File: config.mk
export PLATFORM = sky130hd
export DESIGN_NAME = line_k_buffer
export DESIGN_NICKNAME = d
export VERILOG_FILES = /design/src/rtl/cnn_pkg.sv /design/src/rtl/line_row_reg.sv /design/src/rtl/line_k_buffer.sv
export SDC_FILE = /design/constraint.sdc
export NUM_CORES = 1
export LEC_CHECK = 0
export BUFFER_PORTS_ARGS = -buffer_cell sky130_fd_sc_hd__buf_2
export CAP_MARGIN = 25
export CORE_AREA = 2 2 303 305
export CTS_BUF_LIST = sky130_fd_sc_hd__clkbuf_8
export DETAILED_ROUTE_END_ITERATION = 6
export DIE_AREA = 0 0 305 307
export PLACE_DENSITY = 0.53
export SYNTH_ARGS = -nofsm -noshare
export SYNTH_HDL_FRONTEND = slang
export SYNTH_SLANG_ARGS = --single-unit
File: constraint.sdc
create_clock -name clk -period 4.64 [get_ports clk]
set_input_delay 0.928 -clock clk [delete_from_list [all_inputs] [get_ports clk]]
set_output_delay 0.928 -clock clk [all_outputs]
set_load 0.01 [all_outputs]
File: src/rtl/cnn_pkg.sv
// cnn_pkg: FSM state encodings and row-width helpers for the line buffer.
// Padding depth follows LINEBUF_PAD_EN so port widths can use it.
package cnn_pkg;

    localparam logic [1:0] ST_IDLE  = 2'd0;
    localparam logic [1:0] ST_LOAD  = 2'd1;
    localparam logic [1:0] ST_EMIT  = 2'd2;
    localparam logic [1:0] ST_FLUSH = 2'd3;

    function automatic int pad_of(input int kr);
`ifdef LINEBUF_PAD_EN
        return (kr - 1) / 2;
`else
        return 0 * kr;
`endif
    endfunction

    function automatic int rw(input int w, input int d,
                              input int bits, input int p);
        return (w + 2 * p) * d * bits;
    endfunction

endpackage

File: src/rtl/line_row_reg.sv
// line_row_reg: one padded window row with clear and load.
module line_row_reg
    import cnn_pkg::*;
#(
    parameter int RW = 8
) (
    input  logic          clk,
    input  logic          resetn,
    input  logic          clear,
    input  logic          load,
    input  logic [RW-1:0] d,
    output logic [RW-1:0] q
);

    always_ff @(posedge clk or negedge resetn) begin
        if (!resetn) begin
            q <= '0;
        end else if (clear) begin
            q <= '0;
        end else if (load) begin
            q <= d;
        end
    end

endmodule

File: src/rtl/line_k_buffer.sv
// line_k_buffer: KR-row sliding window over image rows with handshake.
// Define LINEBUF_PAD_EN for zero padding of P=(KR-1)/2 on all borders.
module line_k_buffer
    import cnn_pkg::*;
#(
    parameter int D         = 1,
    parameter int H         = 24,
    parameter int W         = 24,
    parameter int DATA_BITS = 8,
    parameter int KR        = 3
) (
    input  logic                                          clk,
    input  logic                                          resetn,
    input  logic [W*D*DATA_BITS-1:0]                      input_data,
    input  logic                                          valid_i,
    output logic                                          ready_o,
    output logic [KR*rw(W, D, DATA_BITS, pad_of(KR))-1:0] output_rows,
    output logic                                          valid_o,
    input  logic                                          behind_conv_done,
    output logic                                          frame_done
);

    localparam int P    = pad_of(KR);
    localparam int RW   = rw(W, D, DATA_BITS, P);
    localparam int BASE = KR - P;
    localparam int WPF  = H - KR + 1 + 2 * P;
    localparam int CW   = $clog2(H + 2);

    logic [1:0]    state_q, state_d;
    logic [CW-1:0] rows_q, rows_d;
    logic [CW-1:0] wins_q, wins_d;
    logic          done_q, done_d;
    logic          clear;
    logic          accept;
    logic          shift;
    logic [RW-1:0] fill;
    logic [RW-1:0] win_q [KR];

    assign ready_o = resetn &
                     ((state_q == ST_IDLE) | (state_q == ST_LOAD));
    assign valid_o    = (state_q == ST_EMIT);
    assign frame_done = done_q;
    assign accept     = valid_i & ready_o;
    assign shift      = accept | (state_q == ST_FLUSH);

    // Bottom padding shifts in an all-zero row; side padding is the shift.
    assign fill = (state_q == ST_FLUSH) ? '0
                : RW'(input_data) << (P * D * DATA_BITS);

    always_comb begin
        state_d = state_q;
        rows_d  = rows_q;
        wins_d  = wins_q;
        done_d  = 1'b0;
        clear   = 1'b0;
        unique case (1'b1)
            (state_q == ST_IDLE), (state_q == ST_LOAD): begin
                if (accept) begin
                    rows_d = rows_q + CW'(1);
                    if (int'(rows_q) + 1 >= BASE + int'(wins_q))
                        state_d = ST_EMIT;
                    else
                        state_d = ST_LOAD;
                end
            end
            (state_q == ST_EMIT): begin
                if (behind_conv_done) begin
                    wins_d = wins_q + CW'(1);
                    if (int'(rows_q) < H) begin
                        state_d = ST_LOAD;
                    end else if (int'(wins_q) + 1 < WPF) begin
                        state_d = ST_FLUSH;
                    end else begin
                        state_d = ST_IDLE;
                        done_d  = 1'b1;
                        clear   = 1'b1;
                        rows_d  = '0;
                        wins_d  = '0;
                    end
                end
            end
            (state_q == ST_FLUSH): begin
                state_d = ST_EMIT;
            end
            default: begin
                state_d = ST_IDLE;
            end
        endcase
    end

    always_ff @(posedge clk or negedge resetn) begin
        if (!resetn) begin
            state_q <= ST_IDLE;
            rows_q  <= '0;
            wins_q  <= '0;
            done_q  <= 1'b0;
        end else begin
            state_q <= state_d;
            rows_q  <= rows_d;
            wins_q  <= wins_d;
            done_q  <= done_d;
        end
    end

    for (genvar k = 0; k < KR; k++) begin : g_row
        logic [RW-1:0] d;
        if (k == KR - 1) begin : g_top
            assign d = fill;
        end else begin : g_mid
            assign d = win_q[k+1];
        end
        line_row_reg #(.RW(RW)) u_row (
            .clk    (clk),
            .resetn (resetn),
            .clear  (clear),
            .load   (shift),
            .d      (d),
            .q      (win_q[k])
        );
        assign output_rows[k*RW +: RW] = win_q[k];
    end

endmodule

==> metrics.csv <==
stage;metric;value;unit
run_status;outcome;complete, no violations;
synth;yosysWarnings;0;
route;drt_iter0_drc;1439;
synth;synth_top_family_by_area;simple AND/OR/NAND/NOR gates;
worst_setup_path;end_kind;register;
cts;clockBufferDepth;3;
die;rows;111;
worst_setup_path;cp_num_buf_inv;1;
worst_setup_path;cp_top_family;simple AND/OR/NAND/NOR gates;
die;dieArea;0.0936;mm2
global_route;grt_overflow_total;0;
global_route;grt_pass1_wl;131;mm
route;drtPass1Iterations;5;
placement;numPortBuffers;774;
sta;rsz0062_at_grt;no;
route;drt_wl_total;86.4;mm
die;dieHeight;307;um
worst_setup_path;critPathMaxStageDelay;0.63;ns
cts;root_buffer;clkbuf_8;
cts;cts_resized;0;
synth;synth_xor_area_frac;0.00289;
route;wl_per_cell;18.8;um
sta;finalSetupTns;0;ns
worst_setup_path;crit_chain;ha_1 -> nand2_1 -> nor4bb_1 -> o311a_4 -> nand2b_4 -> buf_12 -> a21oi_1;
sta;timing.hold.ws;0.104;ns
cells_and_area;final_layout_size_suffix_gt1_frac;0.337;
synth;synth_compound_area_frac;0.154;
placement;place_congestion;0.804;
sta;relSlewSlack;0.268;
worst_setup_path;worstSetupPathType;reg2reg;
global_route;grt_util_all_layers;0.180;
power_and_ir_drop;p_leak;15.6;nW
power_and_ir_drop;ir_worst_vdd;0.426;mV
sta;period_needed;3.29;ns
worst_setup_path;startpoint_type;register;
synth;muxShareOfSynthArea;0;
die;io_pins;775;
synth;yosys.area_share.simple;0.187;
route;via_count;20914;
power_and_ir_drop;power;23.2;mW
worst_setup_path;worstPathRequired;5.20;ns
cells_and_area;fin_nets;3538;
synth;syn_area;0.0242;mm2
cts;cts-hold-fix-buffers;0;
cts;cts_setup_buffers;0;
sta;timing.fmax;0.304;GHz
placement;hpwlAfterDp;58.4;mm
die;die_w;305;um
worst_setup_path;cp_max_fo;67;
cts;h-tree-depth;3;
cells_and_area;stdcell_count;4597;
synth;synthCells;2606;
route;viasPerCell;4.55;
power_and_ir_drop;powerDensity;743;mW/mm2
global_route;grt_max_degree;184;
synth;synth.distinct_cells;32;
sta;tightest_slew;1.10;ns
worst_setup_path;crit_slowest_cell;o311a_4;
sta;drv_slew;0;
synth;synth-seq-cells;589;
die;core;0.0907;mm2
synth;synthAdderAreaFrac;0.00465;
cts;cts_tree;built;
synth;syn_nets;2811;
run;drv_cap;0;
global_route;grt_pass1_vias;20853;
sta;finalHoldViolations;0;
synth;avgSynthCellArea;9.30;um2
cts;clk_pin_slew_worst_paths;0.06;ns
synth;ys_seq_area_frac;0.608;
sta;fin_skew;0.0383;ns
route;post-route-drc-count;0;
placement;dp_cells;4412;
sta;post-route-period-util;0.709;
cts;numCtsBuffers;105;
sta;setup_violations;0;
cts;clock_latency;0.74;ns
min_path;min-delay-path-class;in2async;
worst_setup_path;arrival;3.85;ns
cells_and_area;areaGrowthSynthToFinish;28.8;%
global_route;antenna_found_initial;9;
cts;cts_sinks;589;
route;ant_nets;0;
die;initial_core_util;0.267;
==> worst paths after layout <==
kind                                                     end  slack (ns)                             start  depth (start not counted)
setup / recovery             g_row[2].u_row.q[1]$_DFFE_PN0P_        1.35             wins_q[0]$_DFFE_PN0P_                          7
hold reg to reg             g_row[0].u_row.q[16]$_DFFE_PN0P_        0.51  g_row[0].u_row.q[16]$_DFFE_PN0P_                          2
max in group asynchronous    g_row[2].u_row.q[9]$_DFFE_PN0P_        2.45                            resetn                          3
min in group clk            g_row[2].u_row.q[65]$_DFFE_PN0P_        0.42                    input_data[65]                          3
setup reg to reg             g_row[2].u_row.q[1]$_DFFE_PN0P_        1.35             wins_q[0]$_DFFE_PN0P_                          7
hold / removal             g_row[0].u_row.q[152]$_DFFE_PN0P_        0.10                            resetn                          1
==> cell type report <==
type / count / area, um2
Fill cell: 9558 / 59500
Sequential cell: 589 / 14700
Multi-Input combinational cell: 1815 / 8490
Timing Repair Buffer: 817 / 4370
Clock buffer: 133 / 1830
Tap cell: 1186 / 1480
Clock inverter: 48 / 274
Inverter: 5 / 18.8
Antenna cell: 4 / 10.0
==> cells in the mapped netlist <==
library cell  number  area, um2
buf_6             20        225
nand2b_4           1       13.8
nor4bb_1           1       10.0
o2111ai_1          1       8.76
nor2b_1            1       6.26
and2_1             3       18.8
a21oi_2          180       1580
xor2_1             4       35.0
o211ai_1           2       15.0
inv_1              4       15.0
a31oi_1            3       18.8
nand3_1            6       30.0
dfrtp_1          589      14700
nand2b_1           3       18.8
o21ai_0           11       55.1
nand3b_1           2       15.0
nor2_1             3       11.3
xnor2_1            4       35.0
buf_2             93        465
nand2_1         1171       4400
a21o_1             2       15.0
a21oi_4            1       16.3
ha_1               9        113
clkbuf_1          83        312
buf_4              1       7.51
inv_2              1       3.75
nor3_1             2       10.0
o32ai_1            2       17.5
o22ai_1            2       12.5
or2_2              1       6.26
o311a_1            1       10.0
a21oi_1          399       2000
==> cell usage in the layout, fill, tap and decap left out, types with 2 or more instances in the layout <==
master      synthesis  routed
bufinv_16           0       2
xor2_1              4       4
nand2b_1            3       3
xnor2_1             4       4
diode_2             0       4
nand2_4             0       2
nand3_1             6       6
inv_1               4      41
a31oi_1             3       3
o22ai_1             2       2
a21o_1              2       2
nor2_1              3       3
a21oi_1           399     399
and2_1              3       2
clkinv_2            0       3
nand3b_1            2       2
clkbuf_8            0     133
buf_2              93     773
buf_12              0      13
o32ai_1             2       2
dfrtp_1           589     589
o211ai_1            2       2
a21oi_2           180     180
o21ai_0            11      11
clkinvlp_4          0       2
nor3_1              2       2
buf_4               1      30
ha_1                9       9
nand2_1          1171    1169
==> flip-flops by register name, summed over array words and instances, names as in the netlist <==
register	cells
wins_q	5
frame_done	1
state_q	2
g_row.u_row.q	576
rows_q	5
==> metal layers <==
metal / global-route usage / vias to the layer above / routed length (um)
li1: - / 9869 / -
met1: 0.230 / 10131 / 37000
met2: 0.284 / 725 / 40100
met3: 0.0496 / 181 / 6050
met4: 0.0777 / 8 / 3220
met5: 0 / - / 55
==> where the power goes <==
part / leakage (nW) / switching [mW] / total, mW / internal [mW]
Combinational: 6.61 / 5.65 / 9.02 / 3.38
Clock: 1.22 / 2.23 / 4.89 / 2.67
Sequential: 7.75 / 1.81 / 9.27 / 7.46
Total: 15.6 / 9.69 / 23.2 / 13.5
==> per-stage QoR <==
stage,cell area [um2],setup WS (ns),util
6_report,31200,1.35,0.344
3_3_place_gp,29100,1.25,0.321
2_1_floorplan,24200,2.38,-
4_1_cts,31200,1.36,0.344
3_5_place_dp,29100,1.19,0.321
5_1_grt,31200,1.10,0.344
==> logic make-up (layout without fill, tap and decap cells) <==
logic type | after synthesis | count (layout)
buffers and inverters | 202 | 1003
adders and majority gates | 9 | 9
DFF | 589 | 589
other | 0 | 4
AOI/OAI and AO/OA | 604 | 604
and+or+nand+nor | 1194 | 1194
xor gates and xnor gates | 8 | 8
==> worst register-to-register path, stage by stage, from the launching register on <==
cell and delay, ns:
dfrtp_1 0.45, ha_1 0.28, nand2_1 0.07, nor4bb_1 0.43, o311a_4 0.63, nand2b_4 0.61
buf_12 0.42, a21oi_1 0.25
Power figures use the tool's default switching activity.
